File: src/rtl/game_pkg.sv
`default_nettype none
// ============================================================================
// Module   : game_pkg
// Brief    : Shared state encodings, board constants and helpers for the
//            rally game.
// Revision : 1.0 - initial release
// ============================================================================
package game_pkg;

    localparam int LED_W           = 16;
    localparam int WIN_SCORE_DEF   = 5;
    localparam int POINT_TICKS_DEF = 4;

    localparam logic [3:0] POS_L     = 4'd15;
    localparam logic [3:0] POS_R     = 4'd0;
    localparam logic [3:0] SCORE_MAX = 4'd9;

    typedef enum logic [1:0] {
        ST_SERVE = 2'd0,
        ST_MOVE  = 2'd1,
        ST_POINT = 2'd2,
        ST_OVER  = 2'd3
    } state_t;

    function automatic logic [LED_W-1:0] ball_led(input logic [3:0] pos);
        return LED_W'(1) << pos;
    endfunction

    function automatic logic [3:0] sat_inc(input logic [3:0] s);
        return (s >= SCORE_MAX) ? SCORE_MAX : s + 4'd1;
    endfunction

endpackage
`default_nettype wire

File: src/rtl/edge_sync.sv
`default_nettype none
// ============================================================================
// Module   : edge_sync
// Brief    : Two-flop synchronizer followed by a registered rising-edge pulse.
// Revision : 1.0 - initial release
// ============================================================================
module edge_sync (
    input  logic clk,
    input  logic rst,
    input  logic sw_i,
    output logic pulse_o
);

    logic sync1_q;
    logic sync2_q;
    logic prev_q;
    logic pulse_q;

    // Registered pulse puts the edge three clocks after the raw input rises.
    always_ff @(posedge clk) begin
        if (rst) begin
            sync1_q <= 1'b0;
            sync2_q <= 1'b0;
            prev_q  <= 1'b0;
            pulse_q <= 1'b0;
        end else begin
            sync1_q <= sw_i;
            sync2_q <= sync1_q;
            prev_q  <= sync2_q;
            pulse_q <= sync2_q & ~prev_q;
        end
    end

    assign pulse_o = pulse_q;

endmodule
`default_nettype wire

File: src/rtl/rally_controller.sv
`default_nettype none
// ============================================================================
// Module   : rally_controller
// Brief    : One-dimensional two-player rally game on a 16-LED strip.
// Revision : 1.0 - initial release
// ============================================================================
module rally_controller
    import game_pkg::*;
#(
    parameter int WIN_SCORE   = WIN_SCORE_DEF,
    parameter int POINT_TICKS = POINT_TICKS_DEF
) (
    input  logic             clk,
    input  logic             rst,
    input  logic             tick,
    input  logic             sw0,
    input  logic             sw15,
    output logic [LED_W-1:0] led,
    output logic [3:0]       score_l,
    output logic [3:0]       score_r,
    output logic             game_over,
    output logic             winner
);

    localparam int             CNT_W    = (POINT_TICKS > 1) ? $clog2(POINT_TICKS) : 1;
    localparam logic [CNT_W-1:0] CNT_LAST = CNT_W'(POINT_TICKS - 1);

    logic edge_l;
    logic edge_r;

    edge_sync u_sync_l (
        .clk     (clk),
        .rst     (rst),
        .sw_i    (sw15),
        .pulse_o (edge_l)
    );

    edge_sync u_sync_r (
        .clk     (clk),
        .rst     (rst),
        .sw_i    (sw0),
        .pulse_o (edge_r)
    );

    state_t           state_q,     state_d;
    logic [3:0]       pos_q,       pos_d;
    logic             dir_q,       dir_d;
    logic             server_l_q,  server_l_d;
    logic             scorer_l_q,  scorer_l_d;
    logic [CNT_W-1:0] cnt_q,       cnt_d;
    logic [3:0]       score_l_q,   score_l_d;
    logic [3:0]       score_r_q,   score_r_d;
    logic [LED_W-1:0] led_q,       led_d;
    logic             game_over_q, game_over_d;
    logic             winner_q,    winner_d;
    logic             hit_l_q,     hit_l_d;
    logic             hit_r_q,     hit_r_d;

    logic             hit_l;
    logic             hit_r;
    logic [3:0]       scorer_score;

    // An edge landing in the tick cycle itself still counts for this window.
    assign hit_l        = hit_l_q | edge_l;
    assign hit_r        = hit_r_q | edge_r;
    assign scorer_score = scorer_l_q ? score_l_q : score_r_q;

    always_ff @(posedge clk) begin
        if (rst) begin
            state_q     <= ST_SERVE;
            pos_q       <= POS_L;
            dir_q       <= 1'b0;
            server_l_q  <= 1'b1;
            scorer_l_q  <= 1'b0;
            cnt_q       <= '0;
            score_l_q   <= 4'd0;
            score_r_q   <= 4'd0;
            led_q       <= ball_led(POS_L);
            game_over_q <= 1'b0;
            winner_q    <= 1'b0;
            hit_l_q     <= 1'b0;
            hit_r_q     <= 1'b0;
        end else begin
            state_q     <= state_d;
            pos_q       <= pos_d;
            dir_q       <= dir_d;
            server_l_q  <= server_l_d;
            scorer_l_q  <= scorer_l_d;
            cnt_q       <= cnt_d;
            score_l_q   <= score_l_d;
            score_r_q   <= score_r_d;
            led_q       <= led_d;
            game_over_q <= game_over_d;
            winner_q    <= winner_d;
            hit_l_q     <= hit_l_d;
            hit_r_q     <= hit_r_d;
        end
    end

    always_comb begin
        state_d    = state_q;
        pos_d      = pos_q;
        dir_d      = dir_q;
        server_l_d = server_l_q;
        scorer_l_d = scorer_l_q;
        cnt_d      = cnt_q;
        score_l_d  = score_l_q;
        score_r_d  = score_r_q;
        winner_d   = winner_q;
        hit_l_d    = tick ? 1'b0 : hit_l;
        hit_r_d    = tick ? 1'b0 : hit_r;

        case (state_q)
            ST_SERVE: begin
                if (tick && (server_l_q ? hit_l : hit_r)) begin
                    pos_d   = server_l_q ? (POS_L - 4'd1) : (POS_R + 4'd1);
                    dir_d   = ~server_l_q;
                    state_d = ST_MOVE;
                end
            end
            ST_MOVE: begin
                if (tick) begin
                    if (dir_q && (pos_q == POS_L)) begin
                        if (hit_l) begin
                            dir_d = 1'b0;
                            pos_d = POS_L - 4'd1;
                        end else begin
                            score_r_d  = sat_inc(score_r_q);
                            scorer_l_d = 1'b0;
                            cnt_d      = '0;
                            state_d    = ST_POINT;
                        end
                    end else if (!dir_q && (pos_q == POS_R)) begin
                        if (hit_r) begin
                            dir_d = 1'b1;
                            pos_d = POS_R + 4'd1;
                        end else begin
                            score_l_d  = sat_inc(score_l_q);
                            scorer_l_d = 1'b1;
                            cnt_d      = '0;
                            state_d    = ST_POINT;
                        end
                    end else begin
                        pos_d = dir_q ? (pos_q + 4'd1) : (pos_q - 4'd1);
                    end
                end
            end
            ST_POINT: begin
                if (tick) begin
                    if (cnt_q == CNT_LAST) begin
                        cnt_d = '0;
                        if (scorer_score == 4'(WIN_SCORE)) begin
                            winner_d = scorer_l_q;
                            state_d  = ST_OVER;
                        end else begin
                            // The player who conceded serves the next rally.
                            server_l_d = ~scorer_l_q;
                            pos_d      = scorer_l_q ? POS_R : POS_L;
                            dir_d      = scorer_l_q;
                            state_d    = ST_SERVE;
                        end
                    end else begin
                        cnt_d = cnt_q + CNT_W'(1);
                    end
                end
            end
            ST_OVER: begin
                state_d = ST_OVER;
            end
        endcase

        // Outputs are computed from next state so they register alongside it.
        case (state_d)
            ST_SERVE, ST_MOVE: led_d = ball_led(pos_d);
            ST_POINT:          led_d = scorer_l_d ? 16'hFF00 : 16'h00FF;
            ST_OVER:           led_d = 16'hFFFF;
        endcase
        game_over_d = (state_d == ST_OVER);
    end

    assign led       = led_q;
    assign score_l   = score_l_q;
    assign score_r   = score_r_q;
    assign game_over = game_over_q;
    assign winner    = winner_q;

endmodule
`default_nettype wire

File: config.mk
export PLATFORM = sky130hd
export DESIGN_NAME = rally_controller
export DESIGN_NICKNAME = d
export VERILOG_FILES = /design/src/rtl/game_pkg.sv /design/src/rtl/edge_sync.sv /design/src/rtl/rally_controller.sv
export SDC_FILE = /design/constraint.sdc
export NUM_CORES = 1
export LEC_CHECK = 0
export BUFFER_PORTS_ARGS = -buffer_cell sky130_fd_sc_hd__buf_4
export CAP_MARGIN = 20
export CORE_MARGIN = 2
export CORE_UTILIZATION = 55
export DETAILED_ROUTE_END_ITERATION = 7
export HOLD_SLACK_MARGIN = 0.12
export PLACE_DENSITY = 0.76
export SLEW_MARGIN = 10
export SYNTH_ARGS = -nofsm -noshare
export SYNTH_HDL_FRONTEND = slang
export SYNTH_SLANG_ARGS = --single-unit
File: constraint.sdc
create_clock -name clk -period 3.05 [get_ports clk]
set_input_delay 0.4575 -clock clk [delete_from_list [all_inputs] [get_ports clk]]
set_output_delay 0.4575 -clock clk [all_outputs]
set_load 0.05 [all_outputs]
==> summary.txt <==
Critical path
  – Element type at the critical path start: flip-flop
  – Slowest stage delay, CP: 0.55 ns
  – Critical path, cell by cell: inv_1, fa_1, nand2b_1, a21oi_1, a311oi_1, a211oi_2, or4b_4, o31ai_1
  – Start point of the critical path: pos_q[0]
  – Required time of the worst setup path: 3.28 ns
  – Critical path class: flip-flop to flip-flop
  – Depth of the worst register-to-register path: 8
  – Worst setup EP type: flip-flop
  – Reg-to-reg startpoint: pos_q[0]
  – Endpoint arrival time on the critical path: 2.91 ns
  – CP max-delay cell: sky130_fd_sc_hd__fa_1
  – Reg-to-Reg End: led[9]
  – Worst Path Max Fanout: 6
  – End of the critical path: led[9]
  – Worst-case register-to-register setup slack: 0.36 ns

Synthesis
  – Mux contribution to synthesized area: 0.386%
  – Part of the Yosys area used for sequential elements: 36.3%
  – Synthesized area divided by synthesized cell count: 9.20 um2
  – Post-Synthesis Cells: 282
  – Arithmetic-cell share of the synthesized area counting full adders, half adders and majority gates: 7.53%
  – Main combinational cell family by area after synthesis: compound AO/OA/AOI/OAI gates
  – Number of synthesized flops with an enable pin: 0
  – #FFs+latches synth: 47
  – Synth unique cells: 76
  – Post-synth design cell area: 2590 um2
  – Total number of yosys warnings: 0
  – Dominant register cell in the synthesized netlist: sky130_fd_sc_hd__dfxtp_1
  – Post-Synth Simple-Gate Area: 24.3%
  – Synth Area in XOR/XNOR: 0.338%
  – Syn_nets: 302
  – Fraction of the mapped netlist area in compound gates: 25.7%
  – Share of synthesized flip-flops with an asynchronous set or reset: 0%

Timing
  – Final setup violation count: 0
  – Period minus WS final: 2.69 ns
  – Worst clock skew on the final layout: 0.00684 ns
  – Hold_ws: 0.360 ns
  – Slack of the critical path: 0.362 ns
  – Unrepaired setup endpoints after global routing: false
  – Least-Margin Pin Slew: 0.474 ns
  – Final sum of negative setup slack: 0 ns
  – Achievable clock frequency: 372 MHz
  – Final-report hold violation count: 0
  – Crit share post-route: 88.1%
  – Relative slew margins: 68.2%
  – Final number of max-transition violations: 0

Power
  – VDD IR-drop max: 524 uV
  – Static leakage: 1.17 nW
  – Tot Pwr: 1.87 mW
  – Power density over the cells: 636 nW/um2

Placed design
  – Port Buffers: 30
  – Instance area after placement: 2820 um2
  – Post-Place Cells: 355
  – Pre-CTS setup slack: 0.356 ns
  – Routability cong.: 0.926
  – HPWL reported at the end of detailed placement: 4370 um

Clock network
  – Clock tree from TritonCTS: yes
  – Hold buffers post-CTS: 0
  – Clock root buffer: sky130_fd_sc_hd__clkbuf_8
  – Total setup buffers inserted after CTS: 0
  – Number of buffers created by CTS: 5
  – Clk sinks: 47
  – Clock latency at the later pin of the worst-skew pair: 0.31 ns
  – Count of H-tree levels built during CTS: 2
  – Clock transition at the registers of the reported paths: 0.09 ns
  – Maximum clock path buffer count: 2
  – Total of cells resized after clock tree synthesis: 0

Route
  – Pre-Repair DR Iteration Count: 4
  – Post-DRT Antenna Nets: 0
  – Total routed wirelength: 5940 um
  – Detailed Route Iter0 Violations: 213
  – Via count: 2257
  – Post-detailed-route DRC marker count: 0
  – Via density: 6.22
  – Detailed-route wire length per cell: 16.4 um

Floorplan
  – Io pins: 31
  – Die Y-Extent: 72.7 um
  – Die width: 72.7 um
  – Total core area: 4440 um2
  – Die area: 5280 um2
  – Initial Utilization: 58.4%
  – Floorplan row count: 24

Outcome
  – Status: finished, final reports clean

Layout
  – Share of the core filled with cells in the final layout: 66.2%
  – Number of filler instances in the final layout: 387
  – Most used cells in the layout excluding fill and tap cells: sky130_fd_sc_hd__dfxtp_1 (47), sky130_fd_sc_hd__buf_4 (33), sky130_fd_sc_hd__nor2_1 (29)
  – Non-Filler Cell Area, Final: 2940 um2
  – Most common cell after layout, fill and taps aside: sky130_fd_sc_hd__dfxtp_1
  – Layout Nets: 330
  – Share of cells above drive strength 1: 22.2%
  – Non-filler instance count after layout: 363
  – Sequential cell area: 941 um2
  – Area overhead of the layout relative to synthesis: 13.5%
  – Multi-input logic area: 1510 um2
  – Number of diodes added for antenna fixing: 0

Global route
  – Total Routing Usage GR: 23.2%
  – Number of antenna violations at the first check in global routing: 0
  – Largest net degree at the start of global routing: 29
  – Vias in the first global route: 1980
  – Total gr overflow: 0
  – Wire length of the first global-routing pass: 9550 um

Worst hold path
  – Worst hold-check path type: primary input to flip-flop

Job
  – Number of maximum-capacitance constraint violations: 0
-- logic make-up (layout without fill, tap and decap cells) --
kind of cell               after synthesis  in the layout
AOI/OAI and AO/OA                       85             85
xor gates and xnor gates                 1              1
adders and majority gates               15             15
buffers and inverters                   28             57
DFF                                     47             47
muxes                                    1              1
and+or+nand+nor                        105            105
-- Yosys cell counts (2+ instances only) --
| cell | number | area, um2 |
|---|---|---|
| sky130_fd_sc_hd__buf_6 | 4 | 45.0 |
| sky130_fd_sc_hd__ha_1 | 14 | 175 |
| sky130_fd_sc_hd__nand4b_1 | 2 | 17.5 |
| sky130_fd_sc_hd__o22ai_1 | 3 | 18.8 |
| sky130_fd_sc_hd__nand3_1 | 8 | 40.0 |
| sky130_fd_sc_hd__a21o_1 | 2 | 15.0 |
| sky130_fd_sc_hd__nand3b_1 | 3 | 22.5 |
| sky130_fd_sc_hd__inv_1 | 15 | 56.3 |
| sky130_fd_sc_hd__nor2b_1 | 12 | 75.1 |
| sky130_fd_sc_hd__o221ai_1 | 2 | 17.5 |
| sky130_fd_sc_hd__o31ai_1 | 10 | 75.1 |
| sky130_fd_sc_hd__o31a_1 | 2 | 17.5 |
| sky130_fd_sc_hd__clkbuf_1 | 3 | 11.3 |
| sky130_fd_sc_hd__or2_2 | 2 | 12.5 |
| sky130_fd_sc_hd__a21oi_1 | 13 | 65.1 |
| sky130_fd_sc_hd__and3_1 | 2 | 12.5 |
| sky130_fd_sc_hd__nor2_1 | 29 | 109 |
| sky130_fd_sc_hd__dfxtp_1 | 47 | 941 |
| sky130_fd_sc_hd__and3_4 | 2 | 22.5 |
| sky130_fd_sc_hd__nor3_1 | 6 | 30.0 |
| sky130_fd_sc_hd__a211oi_2 | 2 | 25.0 |
| sky130_fd_sc_hd__o211ai_1 | 4 | 30.0 |
| sky130_fd_sc_hd__a31oi_1 | 2 | 12.5 |
| sky130_fd_sc_hd__nand2b_1 | 4 | 25.0 |
| sky130_fd_sc_hd__o21ai_1 | 6 | 30.0 |
| sky130_fd_sc_hd__o21ai_0 | 7 | 35.0 |
| sky130_fd_sc_hd__nor3b_1 | 2 | 15.0 |
| sky130_fd_sc_hd__o21a_1 | 2 | 15.0 |
| sky130_fd_sc_hd__buf_2 | 4 | 20.0 |
| sky130_fd_sc_hd__a211oi_1 | 4 | 30.0 |
| sky130_fd_sc_hd__nand2_1 | 19 | 71.3 |
-- power breakdown --
part	switching, mW	internal [mW]	total [mW]	leakage (nW)
combinational	0.427	0.244	0.671	0.726
sequential	0.0514	0.666	0.718	0.381
clock	0.213	0.270	0.482	0.0618
total	0.692	1.18	1.87	1.17
-- flip-flops by register name, indices dropped and copies added, names as in the netlist, 2 cells and up --
signal and cells:
state_q 2, pos_q 4, led 16, cnt_q 2, score_l 4, score_r 4
-- final cells by class --
type | instances | share of cell area, %
clock buffer | 6 | 2.80
tap | 52 | 2.21
multi-input combinational | 207 | 51.3
timing repair buffer | 33 | 8.41
clock inverter | 2 | 1.32
sequential | 47 | 32.0
inverter | 16 | 2.04
-- layer usage --
metal | wire, um | GRT usage, % | vias up
met2 | 2750 | 36.0 | 60
met1 | 2800 | 33.0 | 1100
met5 | 0 | 0 | -
met4 | 65 | 5.56 | 0
li1 | - | - | 1089
met3 | 319 | 4.97 | 8
-- worst max-delay path: cells and delay by family, from the launching register on --
family / cells / cell delay (ns)
compound gates: 4 / 0.78
simple gates: 2 / 0.64
fa+ha+maj: 1 / 0.55
flops: 1 / 0.48
buf+inv: 1 / 0.17
-- worst min path at each step --
| stage | start | endpoint | slack, ns | depth (start not counted) |
|---|---|---|---|---|
| 4_1_cts | sw0 | u_sync_r.sync1_q | 0.36 | 2 |
| 2_1_floorplan | u_sync_l.prev_q | u_sync_l.pulse_o | 0.37 | 1 |
| 3_5_place_dp | u_sync_r.prev_q | u_sync_r.pulse_o | 0.37 | 1 |
| 3_3_place_gp | u_sync_l.prev_q | u_sync_l.pulse_o | 0.37 | 1 |
| 5_1_grt | sw0 | u_sync_r.sync1_q | 0.36 | 2 |
| 6_report | sw0 | u_sync_r.sync1_q | 0.36 | 2 |
Power figures use the tool's default switching activity.
